[config.mk]
export PLATFORM = sky130hd
export DESIGN_NAME = uart_tx_ctrl
export DESIGN_NICKNAME = d
export VERILOG_FILES = /design/src/rtl/uart_tx_pkg.sv /design/src/rtl/uart_tx_serializer.sv /design/src/rtl/uart_tx_ctrl.sv
export SDC_FILE = /design/constraint.sdc
export NUM_CORES = 1
export LEC_CHECK = 0
export CORE_MARGIN = 5
export CORE_UTILIZATION = 44
export DETAILED_ROUTE_END_ITERATION = 8
export HOLD_SLACK_MARGIN = 0.08
export PLACE_DENSITY = 0.72
export REMOVE_ABC_BUFFERS = 1
export SLEW_MARGIN = 20
export SYNTH_ARGS = -nofsm -noshare
export SYNTH_HDL_FRONTEND = slang
export SYNTH_SLANG_ARGS = --single-unit
[constraint.sdc]
create_clock -name CLK -period 1.76 [get_ports CLK]
set_input_delay 0.264 -clock CLK [delete_from_list [all_inputs] [get_ports CLK]]
set_output_delay 0.264 -clock CLK [all_outputs]
set_load 0.01 [all_outputs]
[src/rtl/uart_tx_pkg.sv]
// Shared types and line levels for the UART transmit controller and its serializer.
package uart_tx_pkg;

  typedef enum logic [2:0] {
    IDLE   = 3'd0,
    START  = 3'd1,
    DATA   = 3'd2,
    PARITY = 3'd3,
    STOP   = 3'd4
  } tx_state_e;

  localparam logic START_BIT  = 1'b0;
  localparam logic STOP_BIT   = 1'b1;
  localparam logic IDLE_LEVEL = 1'b1;

endpackage

[src/rtl/uart_tx_serializer.sv]
// Payload shift register and bit counter; ser_data is the next payload bit to put on the line.
module uart_tx_serializer #(
  parameter int DATA_WIDTH = 8
) (
  input  logic                  clk,
  input  logic                  rst_n,
  input  logic                  load,
  input  logic [DATA_WIDTH-1:0] load_data,
  input  logic                  shift_en,
  output logic                  ser_data,
  output logic                  ser_done
);

  localparam int CNT_W = (DATA_WIDTH > 1) ? $clog2(DATA_WIDTH) : 1;
  localparam logic [CNT_W-1:0] LAST_IDX = CNT_W'(DATA_WIDTH - 1);

  logic [DATA_WIDTH-1:0] shift_q, shift_d;
  logic [CNT_W-1:0]      cnt_q, cnt_d;
  logic                  first_q, first_d;

  // The first shift hands bit 0 to the line register while the start bit is still
  // showing, so it must not advance the counter; cnt_q then tracks the bit on the line.
  always_comb begin
    shift_d = shift_q;
    cnt_d   = cnt_q;
    first_d = first_q;
    if (load) begin
      shift_d = load_data;
      cnt_d   = '0;
      first_d = 1'b1;
    end else if (shift_en) begin
      shift_d = shift_q >> 1;
      first_d = 1'b0;
      if (!first_q) cnt_d = cnt_q + 1'b1;
    end
  end

  always_ff @(posedge clk or negedge rst_n) begin
    if (!rst_n) begin
      shift_q <= '0;
      cnt_q   <= '0;
      first_q <= 1'b0;
    end else begin
      shift_q <= shift_d;
      cnt_q   <= cnt_d;
      first_q <= first_d;
    end
  end

  assign ser_data = shift_q[0];
  assign ser_done = !first_q && (cnt_q == LAST_IDX);

endmodule

[src/rtl/uart_tx_ctrl.sv]
// UART transmit frame sequencer: start, LSB-first payload, optional parity, stop.
// Parity comes from an external generator driven through par_calc_en / par_typ_o.
module uart_tx_ctrl
  import uart_tx_pkg::*;
#(
  parameter int DATA_WIDTH = 8
) (
  input  logic                  CLK,
  input  logic                  RST,
  input  logic [DATA_WIDTH-1:0] P_DATA,
  input  logic                  DATA_Valid,
  input  logic                  PAR_EN,
  input  logic                  PAR_TYP,
  input  logic                  par_bit,
  output logic                  par_calc_en,
  output logic                  par_typ_o,
  output logic                  TX_OUT,
  output logic                  Busy
);

  tx_state_e state_q, state_d;
  logic      tx_out_q, tx_out_d;
  logic      busy_q, busy_d;
  logic      par_en_q, par_en_d;
  logic      par_typ_q, par_typ_d;
  logic      load, shift_en;
  logic      ser_data, ser_done;

  uart_tx_serializer #(
    .DATA_WIDTH(DATA_WIDTH)
  ) u_serializer (
    .clk      (CLK),
    .rst_n    (RST),
    .load     (load),
    .load_data(P_DATA),
    .shift_en (shift_en),
    .ser_data (ser_data),
    .ser_done (ser_done)
  );

  // Line level and Busy are decided one cycle ahead so they leave straight from flops.
  always_comb begin
    state_d   = state_q;
    tx_out_d  = tx_out_q;
    busy_d    = busy_q;
    par_en_d  = par_en_q;
    par_typ_d = par_typ_q;
    load      = 1'b0;
    shift_en  = 1'b0;
    case (state_q)
      IDLE: begin
        tx_out_d = IDLE_LEVEL;
        busy_d   = 1'b0;
        if (DATA_Valid) begin
          load      = 1'b1;
          par_en_d  = PAR_EN;
          par_typ_d = PAR_TYP;
          tx_out_d  = START_BIT;
          busy_d    = 1'b1;
          state_d   = START;
        end
      end
      START: begin
        tx_out_d = ser_data;
        shift_en = 1'b1;
        state_d  = DATA;
      end
      DATA: begin
        if (ser_done) begin
          if (par_en_q) begin
            tx_out_d = par_bit;
            state_d  = PARITY;
          end else begin
            tx_out_d = STOP_BIT;
            state_d  = STOP;
          end
        end else begin
          tx_out_d = ser_data;
          shift_en = 1'b1;
        end
      end
      PARITY: begin
        tx_out_d = STOP_BIT;
        state_d  = STOP;
      end
      STOP: begin
        tx_out_d = IDLE_LEVEL;
        busy_d   = 1'b0;
        state_d  = IDLE;
      end
      default: begin
        tx_out_d = IDLE_LEVEL;
        busy_d   = 1'b0;
        state_d  = IDLE;
      end
    endcase
  end

  always_ff @(posedge CLK or negedge RST) begin
    if (!RST) begin
      state_q   <= IDLE;
      tx_out_q  <= IDLE_LEVEL;
      busy_q    <= 1'b0;
      par_en_q  <= 1'b0;
      par_typ_q <= 1'b0;
    end else begin
      state_q   <= state_d;
      tx_out_q  <= tx_out_d;
      busy_q    <= busy_d;
      par_en_q  <= par_en_d;
      par_typ_q <= par_typ_d;
    end
  end

  assign par_calc_en = (state_q == START);
  assign par_typ_o   = par_typ_q;
  assign TX_OUT      = tx_out_q;
  assign Busy        = busy_q;

endmodule

* Word level (Yosys, flattened, before mapping)
Index checks and enable logic that the tools add are counted.
** Storage, ports and cells
- Bits in registers :: 19
- Input port bits :: 14
- Output and inout port bits :: 4
- Logic and storage cells :: 44
** Cells by class
- Add/sub/neg operators :: 1
- Equal/unequal tests :: 7
- Mux-type cells :: 20
- Reductions and logical operators :: 8
** Operator list (count)
- 2-to-1 mux 3 bit :: 6
- 2-to-1 mux 8 bit :: 2
- one-hot mux 3 bit (4 select lines) :: 1
- 2-to-1 mux 1 bit :: 8
- == test 3 x 2 -> 1 bit, second input constant :: 2
- != test 2 bit, second input constant :: 3
- AND reduction 2 bit :: 3
- one-hot mux 1 bit (2 select lines) :: 2
- adder 3 x 1 -> 3 bit, second input constant :: 1
- == test 3 x 1 -> 1 bit, second input constant :: 1
- == test 3 bit, second input constant :: 1
- logical NOT 3 bit :: 1
- one-hot mux 1 bit (3 select lines) :: 1
- OR reduction 3 bit :: 1
- nonzero test 2 bit :: 1
- logical AND 1 bit :: 1
- logical NOT 1 bit :: 1

* Depth between registers and ports, before layout
Gate-level depths: netlist (run 1).
- Depth in word-level cells :: 6
- Mapped depth :: 7
- Depth with buffers taken out :: 6

* Modules after synthesis
A second synthesis (run 1) with hierarchy kept.
** Second synthesis, totals
- Cells, all modules :: 85
- Area, all modules :: 934.6 um2
** Modules (own cells, without submodules)
- uart_tx_serializer :: instances 1, cells an instance 50, area each 564.3 um2, sequential area each 300.3 um2
- uart_tx_ctrl :: instances 1, cells an instance 35, area each 370.4 um2, sequential area each 176.4 um2

* Worst setup path before layout (run 1)
OpenSTA, ideal clock, no wires.
- Path type :: register -> register
- From :: register u_serializer.cnt_q[0]
- To :: register u_serializer.shift_q[0]
- Library setup time :: 0.126 ns
- Arrival :: 1.743 ns
- Required time :: 1.634 ns
- Path slack :: -0.109 ns
- Stages on the path, launching flop included :: 8
- Buffers on the path :: 1
- Period minus slack after synthesis :: 1.869 ns
- Cell sequence :: dfrtp_1 > ha_1 > ha_1 > nor2b_2 > o21ai_2 > or3b_1 > buf_2 > a221o_1
** On the way
- Word-level cells in the longest chain between the ends :: 5
** Ends and longest elaborated chain
- start, declared :: RTL line uart_tx_serializer.sv:18 : logic [CNT_W-1:0] cnt_q, cnt_d;
- start signal, assigned :: RTL line uart_tx_serializer.sv:45 : cnt_q <= cnt_d;
- == test 3 bit :: RTL line uart_tx_serializer.sv:51 : assign ser_done = !first_q && (cnt_q == LAST_IDX);
- logical AND 1 bit :: RTL line uart_tx_serializer.sv:51
- 2-to-1 mux 1 bit :: RTL line uart_tx_ctrl.sv:69 : if (ser_done) begin
- one-hot mux 1 bit (2 select lines) :: RTL line uart_tx_ctrl.sv:50 : case (state_q)
- nonzero test 2 bit (no line)
- end signal, assigned :: RTL line uart_tx_serializer.sv:44 : shift_q <= shift_d;
- end, declared :: RTL line uart_tx_serializer.sv:17 : logic [DATA_WIDTH-1:0] shift_q, shift_d;
Every way passes these cells.
A chain may end at the register's enable or synchronous reset.

* Worst setup path after layout (run 1)
- From :: register u_serializer.cnt_q[1]
- To :: register u_serializer.shift_q[1]
The elaborated chain is that of the path after synthesis.

==> flow_metrics.tcl, run 1 <==
set metrics [dict create \
    wl_per_cell_um 13.18 \
    outcome "finished, violations left" \
    numPortBuffers 17 \
    r2r_setup_slack_ns -0.05 \
    hold_viol_final 0 \
    drive_above_1_share 0.2437 \
    grt_usage 0.1360 \
    path_clk_slew_ns 0.11 \
    ir_drop_v 0.0007861 \
    power_density_nw_per_um2 1557 \
    maxCapViolCount 0 \
    seq_area_frac_synth 0.5212 \
    critPathCaptureType "flip-flop" \
    rows 16 \
    yosysTopAreaCell "dfrtp_1" \
    die_h_um 55.59 \
    grt_max_degree 20 \
    crit_fanout 7 \
    skew_ns 0.005427 \
    antenna_found_initial 0 \
    worstPathRequired_ns 1.95 \
    io_pins 18 \
    layout_common_cells "dfrtp_1 (17), clkdlybuf4s50_1 (16), buf_4 (14)" \
    cts_hold_buf 0 \
    worstMarginPinSlew_ns 0.2928 \
    drc 0 \
    p_leak_nw 0.5735 \
    die_x_um 55.59 \
    violations "setup timing" \
    numCtsBuffers 3 \
    design_area_um2 1260 \
    rsz0062_at_grt "true" \
    grt_pass1_wl_mm 3.422 \
    tns_ns -0.3213 \
    setup_viol 7 \
    relSlewSlack 0.8023 \
    crit_arrival_ns 2.01 \
    dr.pass1.iters 4 \
    critPathLaunchType "flip-flop" \
    synthArstFlopShare 1.000 \
    synth.distinct_cells 31 \
    area_growth_pct 37.76 \
    syn-instance-count 88 \
    wl_mm 1.924 \
    cts.sinks 19 \
    slew_violations 0 \
    critPathLaunch "u_serializer.cnt_q[1]" \
    final_common_cell "dfrtp_1" \
    regToRegStartpoint "u_serializer.cnt_q[1]" \
    ys_ff_latch 19 \
    gp_congestion 0.7531 \
    ant_nets 0 \
    grt_overflow 0 \
    yosysTopAreaCellShare 0.4925 \
    insertion_delay_ns 0.30 \
    postPlaceCellArea_um2 1161 \
    initial_utilization 0.4662 \
    hp-class "primary input to asynchronous set/reset pin" \
    htreeDepth 1 \
    whs_ns 0.2850 \
    ys_top_cells_by_area "dfrtp_1 (49%), a221o_1 (7.7%), nand2_1 (5.3%)" \
    drtIter0Drc 12 \
    postSynthAreaPerCell_um2 10.39 \
    n_antenna_cell 0 \
    period_share 1.031 \
    fin_util 0.6422 \
    hpwl_mm 1.381 \
    num_vias 753 \
    cts_tree "yes" \
    max_freq_mhz 551.1 \
    synth_flop_cell "dfrtp_1" \
    cts_root_buf "clkbuf_4" \
    place_ws_ns -0.1861 \
    dieArea_um2 3090 \
    grt_pass1_vias 817 \
    path_class "flip-flop to flip-flop" \
    syn-cell-area_um2 914.6 \
    final_nets 136 \
    fillers 169 \
    cts_max_path_buffers 2 \
    synth_warnings 0 \
    synth_edf_count 0 \
    period_needed_ns 1.814 \
    design.core.area_um2 1962 \
    viasPerCell 5.158 \
    finalWorstSetupSlack_ns -0.05442 \
]
## routing by layer
layer / track usage / part of all wire / vias up
met2: 0.2297 / 0.51 / 22
met5: 0 / 0 / -
met4: 0.07292 / 0.0099 / 0
met1: 0.1533 / 0.42 / 352
met3: 0.03944 / 0.060 / 2
li1: - / - / 377
## where the power goes
| part | internal, W | switching (W) |
|---|---|---|
| logic | 0.000514 | 0.000464 |
| clock network | 0.0000846 | 0.000134 |
| registers | 0.000635 | 0.000129 |
## logic make-up (layout without fill, tap and decap cells)
group	after synthesis	count (layout)	share of synthesized area
AO/OA/AOI/OAI	23	23	0.1902
adder cells (fa/ha/maj)	2	2	0.02736
buffers and inverters	7	37	0.03558
flip-flops	19	19	0.5212
multiplexers	1	1	0.01094
AND/OR/NAND/NOR	36	37	0.2148
## repair_timing
action | CTS | global route
pin swaps | 6 | 5
buffers inserted | 3 | 2
resized for setup | 10 | 1
cloned | 0 | 1
endpoints found under the setup margin | 12 | 12
## final cells by class
class                   count  area [um2]  share of cell area
clock inverters             1       5.005            0.003972
flip-flops and latches     19       478.0              0.3793
well taps                  27       33.78             0.02681
inverters                   2       7.507            0.005958
clock buffers               3       22.52             0.01787
multi-input cells          63       439.2              0.3486
repair buffers             31       274.0              0.2175
## worst paths after layout
check,endpoint,cells after the start
max,u_serializer.shift_q[1],6
min,par_en_q,2
max reg2reg,u_serializer.shift_q[1],6
min reg2reg,par_typ_o,2
max in group asynchronous,TX_OUT,2
min in group CLK,par_typ_o,2
## registers in the layout (all words and copies together), names as in the netlist
register	cells
u_serializer.shift_q	8
state_q	3
u_serializer.cnt_q	3
Busy	1
TX_OUT	1
par_en_q	1
par_typ_o	1
u_serializer.first_q	1
## synthesized netlist by cell type, drive strengths merged (2+ instances only)
master and count:
a21oi 3, a221o 7, and2 7, buf 3
clkbuf 2, dfrtp 18, ha 2, inv 2
nand2 13, nand3 2, nor2 4, nor2b 2
nor3 2, o21ai 7, o311ai 2
## critical path, cell delays in order (launching register included)
cell and delay (ns):
dfrtp_1 0.40, ha_2 0.19, ha_2 0.16, nor2b_4 0.12, o21ai_2 0.10, or3b_4 0.43, a221o_1 0.31
## per-stage QoR
| step | power (W) | cells |
|---|---|---|
| detailed placement | 0.001612 | 136 |
| finish | 0.001962 | 146 |
| global placement | 0.001578 | 136 |
| CTS | 0.001925 | 143 |
| floorplan | 0.001265 | 83 |
| global route | 0.002126 | 146 |
No activity file was read; power rests on OpenSTA's default activity.
==> run 2: changes to the inputs <==
- CAP_MARGIN: unset -> 5
- CELL_PAD_IN_SITES_DETAIL_PLACEMENT: unset -> 0
- CELL_PAD_IN_SITES_GLOBAL_PLACEMENT: unset -> 1
- CORE_UTILIZATION: 44 -> 34
- CTS_BUF_LIST: unset -> sky130_fd_sc_hd__clkbuf_8 sky130_fd_sc_hd__clkbuf_16
- PLACE_DENSITY: 0.72 -> unset
- PLACE_DENSITY_LB_ADDON: unset -> 0.1
==> flow_metrics.tcl, run 2 (synthesis gave the netlist of run 1 again) <==
set metrics [dict create \
    numPortBuffers 17 \
    final_nets 134 \
    internal_power_w 0.001287 \
    wl_mm 2.011 \
    cts_tree "yes" \
    cts_hold_buf 0 \
    worstPathRequired_ns 1.90 \
    combPwrFrac 0.468 \
    viasPerCell 4.973 \
    path_class "flip-flop to flip-flop" \
    largest_registers "u_serializer.shift_q (8), state_q (3), u_serializer.cnt_q (3)" \
    io_pins 18 \
    dp_cells 141 \
    design.core.area_um2 2522 \
    die_x_um 61.87 \
    wl_per_cell_um 13.68 \
    place_ws_ns -0.1604 \
    cts_max_path_buffers 2 \
    largest_reg_flops 8 \
    p_seq_frac 0.382 \
    path_common_cell "ha_2" \
    design_area_um2 1260 \
    final_common_cell "dfrtp_1" \
    n_antenna_cell 0 \
    drc 0 \
    cts.sinks 19 \
    grt_overflow 0 \
    violations "setup timing" \
    max_freq_mhz 551.8 \
    hpwl_mm 1.467 \
    ir_drop_v 0.0009022 \
    hold_viol_final 0 \
    numCtsBuffers 3 \
    htreeDepth 1 \
    stdcell_count 147 \
    skew_ns 0.002395 \
    outcome "finished, violations left" \
    slew_violations 0 \
    grt_max_degree 20 \
    crit_fanout 7 \
    grt_usage 0.1200 \
    crit_family "simple AND/OR/NAND/NOR gates" \
    rsz0062_at_grt "true" \
    regMostFlops "u_serializer.shift_q" \
    dieArea_um2 3827 \
    switching_share 0.3596 \
    maxCapViolCount 0 \
    pwr-share-clk 0.150 \
    regToRegStartpoint "u_serializer.cnt_q[1]" \
    finalWorstSetupSlack_ns -0.05230 \
    ant_nets 0 \
    relSlewSlack 0.7902 \
    rows 18 \
    critPathLaunch "u_serializer.cnt_q[1]" \
    layout_common_cells "dfrtp_1 (17), clkdlybuf4s50_1 (16), nand2_1 (13)" \
    drive_above_1_share 0.2222 \
    critPathLaunchType "flip-flop" \
    period_share 1.030 \
    drtIter0Drc 20 \
    period_needed_ns 1.812 \
    area_growth_pct 37.76 \
    hp-class "primary input to asynchronous set/reset pin" \
    grt_pass1_wl_mm 3.346 \
    path_clk_slew_ns 0.07 \
    p_leak_nw 0.5704 \
    dr.pass1.iters 4 \
    power_density_nw_per_um2 1595 \
    insertion_delay_ns 0.25 \
    cp_num_buf_inv 0 \
    gp_congestion 0.7016 \
    initial_utilization 0.3626 \
    num_vias 731 \
    die_h_um 61.87 \
    grt_pass1_vias 719 \
    setup_viol 7 \
    antenna_found_initial 0 \
    critPathCaptureType "flip-flop" \
    max_stage_delay_ns 0.43 \
    worstMarginPinSlew_ns 0.3146 \
    path_cells "ha_2 > ha_2 > nor2b_4 > o21ai_2 > or3b_4 > a221o_1" \
    postPlaceCellArea_um2 1180 \
    cts_root_buf "clkbuf_8" \
    crit_slowest_cell "or3b_4" \
    crit_arrival_ns 1.95 \
    whs_ns 0.3381 \
    p_switching_w 0.0007228 \
]
[run 2: what timing repair did]
action | in CTS | in global routing
gates resized for setup | 7 | 1
gates cloned | 0 | 1
setup buffers | 1 | 0
setup endpoints to repair | 12 | 11
pin swaps | 5 | 6
[run 2: area by class of cell]
type                    count  area, um2
clock buffers               3      41.29
multi-input cells          63      431.7
well taps                  30      37.54
flip-flops and latches     19      478.0
clock inverters             1      5.005
repair buffers             29      259.0
inverters                   2      7.507
fillers                   257       1262
[run 2: worst paths after layout]
kind	to	slack, ns	depth (start not counted)
setup / recovery	u_serializer.shift_q[6]	-0.05	6
max in group asynchronous	TX_OUT	1.16	2
setup reg to reg	u_serializer.shift_q[6]	-0.05	6
hold / removal	Busy	0.34	2
hold reg to reg	par_typ_o	0.48	2
min in group CLK	par_typ_o	0.48	2
[run 2: metrics by stage]
stage / power [W] / setup TNS, ns / utilization
after floorplan: 0.001265 / -0.5774 / -
after CTS: 0.001995 / -0.4149 / 0.4945
final: 0.002010 / -0.2929 / 0.4995
after detailed placement: 0.001653 / -1.205 / 0.4678
after global placement: 0.001636 / -1.019 / 0.4678
after global routing: 0.002181 / -0.6454 / 0.4995
[run 2: per-layer routing]
layer,vias to the layer above,share of wire,global-route usage
met5,-,0,0
met4,0,0.0065,0.03636
met3,2,0.042,0.03719
met2,13,0.46,0.1868
met1,343,0.49,0.1601
li1,373,-,-
[run 2: power groups by stage]
stage          logic (W)  clock network [W]  registers (W)
3_5_place_dp    0.000877                  0       0.000775
2_1_floorplan   0.000478                  0       0.000787
3_3_place_gp    0.000865                  0       0.000771
6_report        0.000940           0.000302       0.000768
4_1_cts         0.000914           0.000315       0.000766
5_1_grt          0.00105           0.000336       0.000791
